File: config.mk
export PLATFORM = sky130hd
export DESIGN_NAME = systolic_tile_controller
export DESIGN_NICKNAME = d
export VERILOG_FILES = /design/src/rtl/systolic_pkg.sv /design/src/rtl/systolic_last_tracker.sv /design/src/rtl/systolic_tile_controller.sv
export SDC_FILE = /design/constraint.sdc
export NUM_CORES = 1
export LEC_CHECK = 0
export CORE_MARGIN = 2
export CORE_UTILIZATION = 41
export CTS_CLUSTER_DIAMETER = 80
export DETAILED_ROUTE_END_ITERATION = 6
export HOLD_SLACK_MARGIN = 0.05
export PLACE_DENSITY = 0.7
export SETUP_SLACK_MARGIN = 0.3
export SYNTH_ARGS = -nofsm -noshare
export SYNTH_HDL_FRONTEND = slang
export SYNTH_SLANG_ARGS = --single-unit
File: constraint.sdc
create_clock -name clk_i -period 1.73 [get_ports clk_i]
set_input_delay 0.173 -clock clk_i [delete_from_list [all_inputs] [get_ports clk_i]]
set_output_delay 0.173 -clock clk_i [all_outputs]
set_load 0.01 [all_outputs]
File: src/rtl/systolic_pkg.sv
// Shared types and default sizing for the systolic tile controller.
package systolic_pkg;

    typedef enum logic [2:0] {
        S_IDLE,
        S_CLEAR,
        S_LAUNCH,
        S_STREAM,
        S_DRAIN,
        S_DONE,
        S_ERROR
    } ctrl_state_e;

    localparam int DEFAULT_N              = 8;
    localparam int DEFAULT_TIMEOUT_CYCLES = 1024;
    localparam int DEFAULT_CNT_WIDTH      = 16;

    // Results need one full diagonal sweep of the array to settle.
    function automatic int default_drain_cycles(input int n);
        return 2 * n;
    endfunction

endpackage

File: src/rtl/systolic_last_tracker.sv
// Sticky per-channel record of queue "last" pulses. all_seen_o already
// includes a pulse arriving this cycle, so completion is recognised in the
// same cycle as the final pulse.
module systolic_last_tracker #(
    parameter int N = 8
) (
    input  logic         clk_i,
    input  logic         rstn_i,
    input  logic         clear_i,
    input  logic         capture_i,
    input  logic [N-1:0] last_i,
    output logic         all_seen_o
);

    logic [N-1:0] mask_q;
    logic [N-1:0] seen;

    assign seen       = capture_i ? (mask_q | last_i) : mask_q;
    assign all_seen_o = &seen;

    // Accumulate pulses while capturing; a clear empties the mask for a new pass.
    always_ff @(posedge clk_i or negedge rstn_i) begin
        if (!rstn_i) begin
            mask_q <= '0;
        end else if (clear_i) begin
            mask_q <= '0;
        end else begin
            mask_q <= seen;
        end
    end

endmodule

File: src/rtl/systolic_tile_controller.sv
// Sequences one matrix-multiply pass through the systolic array.
//
//   state    | meaning
//   ---------+--------------------------------------------------------------
//   S_IDLE   | waiting for start_i
//   S_CLEAR  | one cycle: clear PE accumulators, last masks, cycle counter
//   S_LAUNCH | one cycle: start row and column queues together
//   S_STREAM | queues feeding the array; wait for every last + both empty
//   S_DRAIN  | DRAIN_CYCLES cycles for the final data to ripple through
//   S_DONE   | one cycle: results valid, cycle count latched
//   S_ERROR  | watchdog expired; held until abort_i
module systolic_tile_controller
    import systolic_pkg::*;
#(
    parameter int N              = DEFAULT_N,
    parameter int DRAIN_CYCLES   = default_drain_cycles(N),
    parameter int TIMEOUT_CYCLES = DEFAULT_TIMEOUT_CYCLES,
    parameter int CNT_WIDTH      = DEFAULT_CNT_WIDTH
) (
    input  logic                 clk_i,
    input  logic                 rstn_i,
    input  logic                 start_i,
    input  logic                 abort_i,
    output logic                 row_start_o,
    output logic                 col_start_o,
    input  logic [N-1:0]         row_last_i,
    input  logic [N-1:0]         col_last_i,
    input  logic                 row_empty_i,
    input  logic                 col_empty_i,
    output logic                 pe_clear_o,
    output logic                 busy_o,
    output logic                 done_o,
    output logic                 error_o,
    output logic [CNT_WIDTH-1:0] cycle_count_o
);

    localparam int DW = (DRAIN_CYCLES < 1) ? 1 : $clog2(DRAIN_CYCLES + 1);
    localparam int TW = (TIMEOUT_CYCLES < 1) ? 1 : $clog2(TIMEOUT_CYCLES + 1);

    if (DRAIN_CYCLES < 1) begin : g_bad_drain
        $error("DRAIN_CYCLES must be >= 1");
    end
    if (TIMEOUT_CYCLES < 1) begin : g_bad_timeout
        $error("TIMEOUT_CYCLES must be >= 1");
    end

    ctrl_state_e          state_q, state_d;
    logic [DW-1:0]        drain_cnt_q;
    logic [TW-1:0]        wd_cnt_q;
    logic [CNT_WIDTH-1:0] cyc_cnt_q;
    logic [CNT_WIDTH-1:0] cyc_inc;
    logic                 capture;
    logic                 row_all, col_all;
    logic                 stream_done;

    assign capture     = (state_q == S_LAUNCH) || (state_q == S_STREAM);
    assign stream_done = row_all && col_all && row_empty_i && col_empty_i;
    assign cyc_inc     = (&cyc_cnt_q) ? cyc_cnt_q : cyc_cnt_q + CNT_WIDTH'(1);

    systolic_last_tracker #(.N(N)) u_row_tracker (
        .clk_i      (clk_i),
        .rstn_i     (rstn_i),
        .clear_i    (state_q == S_CLEAR),
        .capture_i  (capture),
        .last_i     (row_last_i),
        .all_seen_o (row_all)
    );

    systolic_last_tracker #(.N(N)) u_col_tracker (
        .clk_i      (clk_i),
        .rstn_i     (rstn_i),
        .clear_i    (state_q == S_CLEAR),
        .capture_i  (capture),
        .last_i     (col_last_i),
        .all_seen_o (col_all)
    );

    // State register.
    always_ff @(posedge clk_i or negedge rstn_i) begin
        if (!rstn_i) begin
            state_q <= S_IDLE;
        end else begin
            state_q <= state_d;
        end
    end

    // Next-state logic; abort overrides every other transition.
    always_comb begin
        state_d = state_q;
        case (state_q)
            S_IDLE:   if (start_i && !abort_i) state_d = S_CLEAR;
            S_CLEAR:  state_d = S_LAUNCH;
            S_LAUNCH: state_d = S_STREAM;
            S_STREAM: begin
                if (stream_done) begin
                    state_d = S_DRAIN;
                end else if (wd_cnt_q == TW'(TIMEOUT_CYCLES - 1)) begin
                    state_d = S_ERROR;
                end
            end
            S_DRAIN:  if (drain_cnt_q == '0) state_d = S_DONE;
            S_DONE:   state_d = S_IDLE;
            S_ERROR:  state_d = S_ERROR;
            default:  state_d = S_IDLE;
        endcase
        if (abort_i && (state_q != S_IDLE)) begin
            state_d = S_IDLE;
        end
    end

    // Watchdog, drain timer and pass cycle counter.
    always_ff @(posedge clk_i or negedge rstn_i) begin
        if (!rstn_i) begin
            wd_cnt_q      <= '0;
            drain_cnt_q   <= '0;
            cyc_cnt_q     <= '0;
            cycle_count_o <= '0;
        end else begin
            case (state_q)
                S_CLEAR: begin
                    wd_cnt_q      <= '0;
                    cyc_cnt_q     <= '0;
                    cycle_count_o <= '0;
                end
                S_LAUNCH: cyc_cnt_q <= cyc_inc;
                S_STREAM: begin
                    wd_cnt_q    <= wd_cnt_q + TW'(1);
                    cyc_cnt_q   <= cyc_inc;
                    // Preloaded every STREAM cycle so it is ready on DRAIN entry.
                    drain_cnt_q <= DW'(DRAIN_CYCLES - 1);
                end
                S_DRAIN: begin
                    cyc_cnt_q <= cyc_inc;
                    if (drain_cnt_q != '0) drain_cnt_q <= drain_cnt_q - DW'(1);
                end
                S_DONE:  cycle_count_o <= cyc_inc;
                default: ;
            endcase
        end
    end

    // Outputs registered from the next state so they change with the state itself.
    always_ff @(posedge clk_i or negedge rstn_i) begin
        if (!rstn_i) begin
            pe_clear_o  <= 1'b0;
            row_start_o <= 1'b0;
            col_start_o <= 1'b0;
            busy_o      <= 1'b0;
            done_o      <= 1'b0;
            error_o     <= 1'b0;
        end else begin
            pe_clear_o  <= (state_d == S_CLEAR);
            row_start_o <= (state_d == S_LAUNCH);
            col_start_o <= (state_d == S_LAUNCH);
            busy_o      <= (state_d != S_IDLE);
            done_o      <= (state_d == S_DONE);
            error_o     <= (state_d == S_ERROR);
        end
    end

endmodule

Yosys cells after proc, flatten, opt, wreduce, memory -nomap -nowiden --
Index checks and enable logic that the tools add are counted.
Storage, ports and cells: output and inout bits 22, flip-flop bits (word level) 72, logic and storage cells 66
Operators by class: reductions and logical operators 21, add/subtract/negate cells 3, bitwise gates (word level) 2, equality and inequality tests 12, multiplexer cells 16
Operators by type and width (count):
- $pmux 16 s2 | 2
- $mux 8 | 4
- $pmux 11 s2 | 1
- $pmux 3 s6 | 1
- $add 16x1->16 const B | 1
- $mux 16 | 1
- $or 8x8->8 | 2
- $reduce_and 16->1 | 1
- $reduce_and 8->1 | 2
- $eq 3x3->1 const B | 5
- $mux 3 | 5
- $add 11x1->11 const B | 1
- $eq 11x10->1 const B | 1
- $pmux 5 s2 | 1
- $eq 3x2->1 const B | 3
- $reduce_bool 2->1 | 4
- $eq 3x1->1 const B | 2
- $reduce_bool 3->1 | 2
- $logic_and 1x1->1 | 5
- $logic_not 5->1 | 1
- $mux 5 | 1
- $reduce_bool 5->1 | 1
- $sub 5x1->5 const B | 1
- $logic_not 3->1 | 1
- other kinds (5) | 5

Depth between registers and ports, before layout --
word-level depth 11, depth in mapped cells 9, depth with buffers taken out 9

By module --
A second synthesis with hierarchy kept.
Unflattened totals: cells, all modules 401, area, all modules 3769.9 µm²
Modules (own cells, without submodules):
- systolic_tile_controller | seq. area each 1401.3 µm², cells each 333, instances 1, area an instance 3074.2 µm²
- systolic_last_tracker | seq. area each 200.2 µm², cells each 34, instances 2, area an instance 347.8 µm²

Worst setup path after synthesis --
No wires, ideal clock.
path type register -> register, start point register drain_cnt_q[0], end point register error_o, path slack -0.125 ns, arrival time 1.730 ns, cell stages (with the launch flop) 10, cell sequence dfrtp_1 > inv_1 > ha_1 > nor4b_1 > nand2_1 > a21o_1 > a221oi_1 > nand2_1 > inv_1 > nor3b_2
Between the ends: cells in the longest elaborated chain, start to end 5
Ends and longest elaborated chain:
- start: declaration | RTL line systolic_tile_controller.sv:48 | logic [DW-1:0] drain_cnt_q;
- start signal: assignment | RTL line systolic_tile_controller.sv:130 | drain_cnt_q <= DW'(DRAIN_CYCLES - 1);
- start signal: assignment | RTL line systolic_tile_controller.sv:134 | if (drain_cnt_q != '0) drain_cnt_q <= drain_cnt_q - DW'(1);
- $logic_not 5->1 | RTL line systolic_tile_controller.sv:101 | S_DRAIN: if (drain_cnt_q == '0) state_d = S_DONE;
- $mux 3 | RTL line systolic_tile_controller.sv:101
- $pmux 3 s6 | RTL line systolic_tile_controller.sv:90 | case (state_q)
- $mux 3 | RTL line systolic_tile_controller.sv:106 | if (abort_i && (state_q != S_IDLE)) begin
- net state_d[0] | RTL line systolic_tile_controller.sv:47 | ctrl_state_e state_q, state_d;
- $eq 3x3->1 | RTL line systolic_tile_controller.sv:157 | error_o <= (state_d == S_ERROR);
- end signal: assignment | RTL line systolic_tile_controller.sv:157
- end: declaration | RTL line systolic_tile_controller.sv:33 | output logic error_o,
The timed path passes the listed nets, and every way through them passes these cells. A chain may end at the register's enable or synchronous reset.

Worst setup path after layout --
start point register state_q[1], end point register error_o
Between the ends: cells in the longest elaborated chain, start to end 11
Ends and longest elaborated chain:
- start: declaration | RTL line systolic_tile_controller.sv:47
- start signal: assignment | RTL line systolic_tile_controller.sv:83 | state_q <= state_d;
- $eq 3x2->1 | RTL line systolic_tile_controller.sv:56, systolic_tile_controller.sv:90
- $logic_or 1x1->1 | RTL line systolic_tile_controller.sv:56 | assign capture = (state_q == S_LAUNCH) || (state_q == S_STREAM);
- $mux 8 | RTL line systolic_last_tracker.sv:18 | assign seen = capture_i ? (mask_q | last_i) : mask_q;
- $reduce_and 8->1 | RTL line systolic_last_tracker.sv:19 | assign all_seen_o = &seen;
- $logic_and 1x1->1 (3 in a row) | RTL line systolic_tile_controller.sv:57 | assign stream_done = row_all && col_all && row_empty_i && col_empty_i;
- $mux 3 | RTL line systolic_tile_controller.sv:95 | if (stream_done) begin
- $pmux 3 s6 | RTL line systolic_tile_controller.sv:90
- $mux 3 (*) | RTL line systolic_tile_controller.sv:106
- $eq 3x3->1 (*) | RTL line systolic_tile_controller.sv:157
Every way passes the cells marked *; elsewhere a longest branch is shown, timed or not.

==> qor.txt <==
Worst-Skew Late Latency = 0.37 ns
peak supply drop = 0.412 mV
Die Wd = 97.9 µm
Reg area = 1810 µm²
Synth area leader = dfrtp_1
total track usage = 0.208
post-route ant nets = 0
Period minus WS final = 1.96 ns
syn avg cell area = 9.15 µm²
endpoint type of the worst setup path = flop
Worst Hold Class = in -> async
die height = 97.9 µm
arrival time worst endpoint = 2.25 ns
CP required = 2.02 ns
wire length per cell = 16.7 µm
Post-synth EDFFs = 0
DR DRC count = 0
pre-CTS WS = -0.356 ns
FF-to-FF setup slack = -0.23 ns
Slew Limit Fails = 0
maximum clock rate = 0.510 GHz
Synth warnings = 0
first-pass GRT wire length = 16.1 mm
share of the synthesized area in the top cell type = 0.498
n_diodes = 0
CTS tree = yes
Max-Cap Viols = 0
CTS Buf Count = 9
slew margin rel. = 0.734
CP Max Fanout = 11
die area = 9590 µm²
worst setup margin = -0.231 ns
Mapped Cells = 395
PortBufs = 43
Final HPWL DP = 6.16 mm
part of the Yosys area used for sequential elements = 0.498
RD Place Congestion = 0.848
Top FF cell, synth = dfrtp_1
vias in the first global route = 3421
FFs w/ async S/R, synth = 1.00
Clock Path Buffers = 2
top cells by area, synth = dfrtp_1 50%, nand2_1 6.0%, nor2_1 5.0%, o21ai_0 3.2%, mux2i_1 3.0%
row cnt = 34
Total Wirelength = 10.8 mm
initial antenna violation count = 0
Pwr per Cell Area = 749 nW/µm²
RSZ-0062 raised after global routing = yes
worst-margin pin slew = 0.398 ns
DR vias/cell = 5.57
Worst-path clk slew = 0.08 ns
routed vias = 3591
Min Hold Slack = 0.349 ns
count of state elements after synthesis = 72
Tcrit/Tclk final = 1.13
Overflow after GRT = 0
Syn Nets = 420
Setup crit start kind = flop
number of H-tree levels = 3
Sink Count = 72
Core ar. = 8640 µm²
Setup Viol. Count Final = 18
# IOs = 44
Nets = 558
status = complete, but fails checks
Clk Tree Root Cell = clkbuf_8
final setup TNS = -1.62 ns
Yosys cell types = 48
Leakage = 2.95 nW
fraction of layout cells with a size suffix above 1 = 0.399
critical path type = reg -> reg
multi-input logic area = 2240 µm²
failing checks = setup timing
clk_skew = 0.0114 ns
Fillers = 597
Mapped Area = 3620 µm²
Initial Util = 0.419
final hold violation count = 0
Overall Power = 4.34 mW
area grow syn2layout = 60.3%
largest net degree at the start of global routing = 73
Iter 0 DRT Violations = 251
Pre-antenna DRT Iters = 5
==> cells in the mapped netlist, types with 2 or more instances <==
cell       n
o31ai_1    8
o22ai_1    5
nand2_1   58
nor2_1    48
a21oi_1   19
o21ai_1    5
clkbuf_1   9
nand2b_1   5
and2_1     3
nor4_1     8
nor3_1     6
o21ai_0   23
and3_4     2
and3b_1   11
mux2i_1   11
nand3_1   12
buf_4      4
and3_1     8
or4_1      2
xor2_1     6
a22o_1     2
inv_1     10
xnor2_1    7
nand4_1    7
o211ai_1   3
buf_2      4
dfrtp_1   72
a21o_1     3
nor2b_1    3
a31oi_1   10
ha_1       3
buf_1      2
==> final timing paths <==
kind                       depth (start not counted)               from           endpoint
min                                                3             rstn_i   cycle_count_o[6]
max reg2reg                                        8         state_q[1]            error_o
min in group clk_i                                 4            start_i         pe_clear_o
min reg2reg                                        2  cycle_count_o[11]  cycle_count_o[11]
max                                                8         state_q[1]            error_o
max in group asynchronous                          3             rstn_i        wd_cnt_q[4]
==> cell families after synthesis <==
kind of cell / after synthesis / synth area share
and+or+nand+nor: 180 / 0.249
AOI/OAI and AO/OA: 86 / 0.144
DFF: 72 / 0.498
buffers and inverters: 30 / 0.0367
xor gates and xnor gates: 13 / 0.0315
muxes: 11 / 0.0305
adders and majority gates: 3 / 0.0104
==> worst max-delay path, cell delays in order (launching register included) <==
cell	delay, ns
dfrtp_1	0.40
buf_4	0.17
and3b_1	0.17
o22ai_1	0.18
nor4_2	0.08
buf_4	0.14
and3_4	0.16
a311o_1	0.41
nor3b_2	0.19
==> flip-flops by register name, indices dropped and copies added, names as in the netlist, 3 cells and up <==
signal                cells
cyc_cnt_q                16
cycle_count_o            16
wd_cnt_q                 11
u_col_tracker.mask_q      8
u_row_tracker.mask_q      8
drain_cnt_q               5
state_q                   3
==> placed cells by master (no fill, tap or decap), types with 3 or more instances in the layout <==
cell type        Yosys  final
nor2_4               0      4
dfrtp_1             72     69
nand3_1             12      6
nand4_1              7      7
nor2_2               0      5
nand2_2              0     11
o21ai_1              5     17
nand2_4              0      8
xnor2_2              0      4
and3_4               2      7
nor4_2               0      5
nand2_1             58     40
dlymetal6s2s_1       0     16
and2_4               0      3
a21oi_1             19     16
clkdlybuf4s50_1      0     21
nand3_2              1      4
buf_4                4     66
nor2_1              48     39
o22ai_1              5      3
a21o_1               3      3
nand3_4              0      3
nor3_4               0      3
nand2b_4             0      3
o31ai_1              8      7
clkbuf_8             0      9
xor2_1               6      5
o21ai_0             23      9
mux2i_1             11     10
o211ai_1             3      3
buf_6                0     30
a31oi_1             10      8
dlygate4sd2_1        0      5
inv_1               10      7
dfrtp_2              0      3
a21oi_2              0      3
xnor2_1              7      3
and3b_1             11     11
==> layout make-up <==
| cell class | count | share of cell area |
|---|---|---|
| Clock buffer | 11 | 0.0227 |
| Clock inverter | 4 | 0.0121 |
| Inverter | 11 | 0.00820 |
| Multi-Input combinational cell | 294 | 0.386 |
| Sequential cell | 72 | 0.311 |
| Tap cell | 108 | 0.0233 |
| Timing Repair Buffer | 145 | 0.236 |
==> where the power goes <==
| part | switching (mW) | internal [mW] | total (mW) | leakage (nW) |
|---|---|---|---|---|
| sequential | 0.101 | 1.81 | 1.91 | 0.950 |
| combinational | 0.485 | 0.509 | 0.994 | 1.90 |
| clock | 0.632 | 0.800 | 1.43 | 0.103 |
| total | 1.22 | 3.12 | 4.34 | 2.95 |
==> layer usage <==
metal	GRT usage	vias up	wire length (µm)
met5	0	-	0
met4	0.0919	0	261
met3	0.0415	28	552
met2	0.341	119	5400
met1	0.268	1773	4560
li1	-	1671	-
==> repair_timing <==
item,in CTS,in global routing
gates resized for setup,73,70
pin swaps,50,29
hold buffers,1,0
cloned,2,1
endpoints found under the setup margin,71,84
hold endpoints to repair,72,0
buffers inserted,22,16
==> stage by stage <==
step / std cells / util / cell area (µm²)
finish: 645 / 0.671 / 5800
global route: 645 / 0.671 / 5800
CTS: 628 / 0.627 / 5420
detailed placement: 588 / 0.550 / 4750
global placement: 588 / 0.550 / 4750
floorplan: 395 / - / 3850
Power figures use the tool's default switching activity.
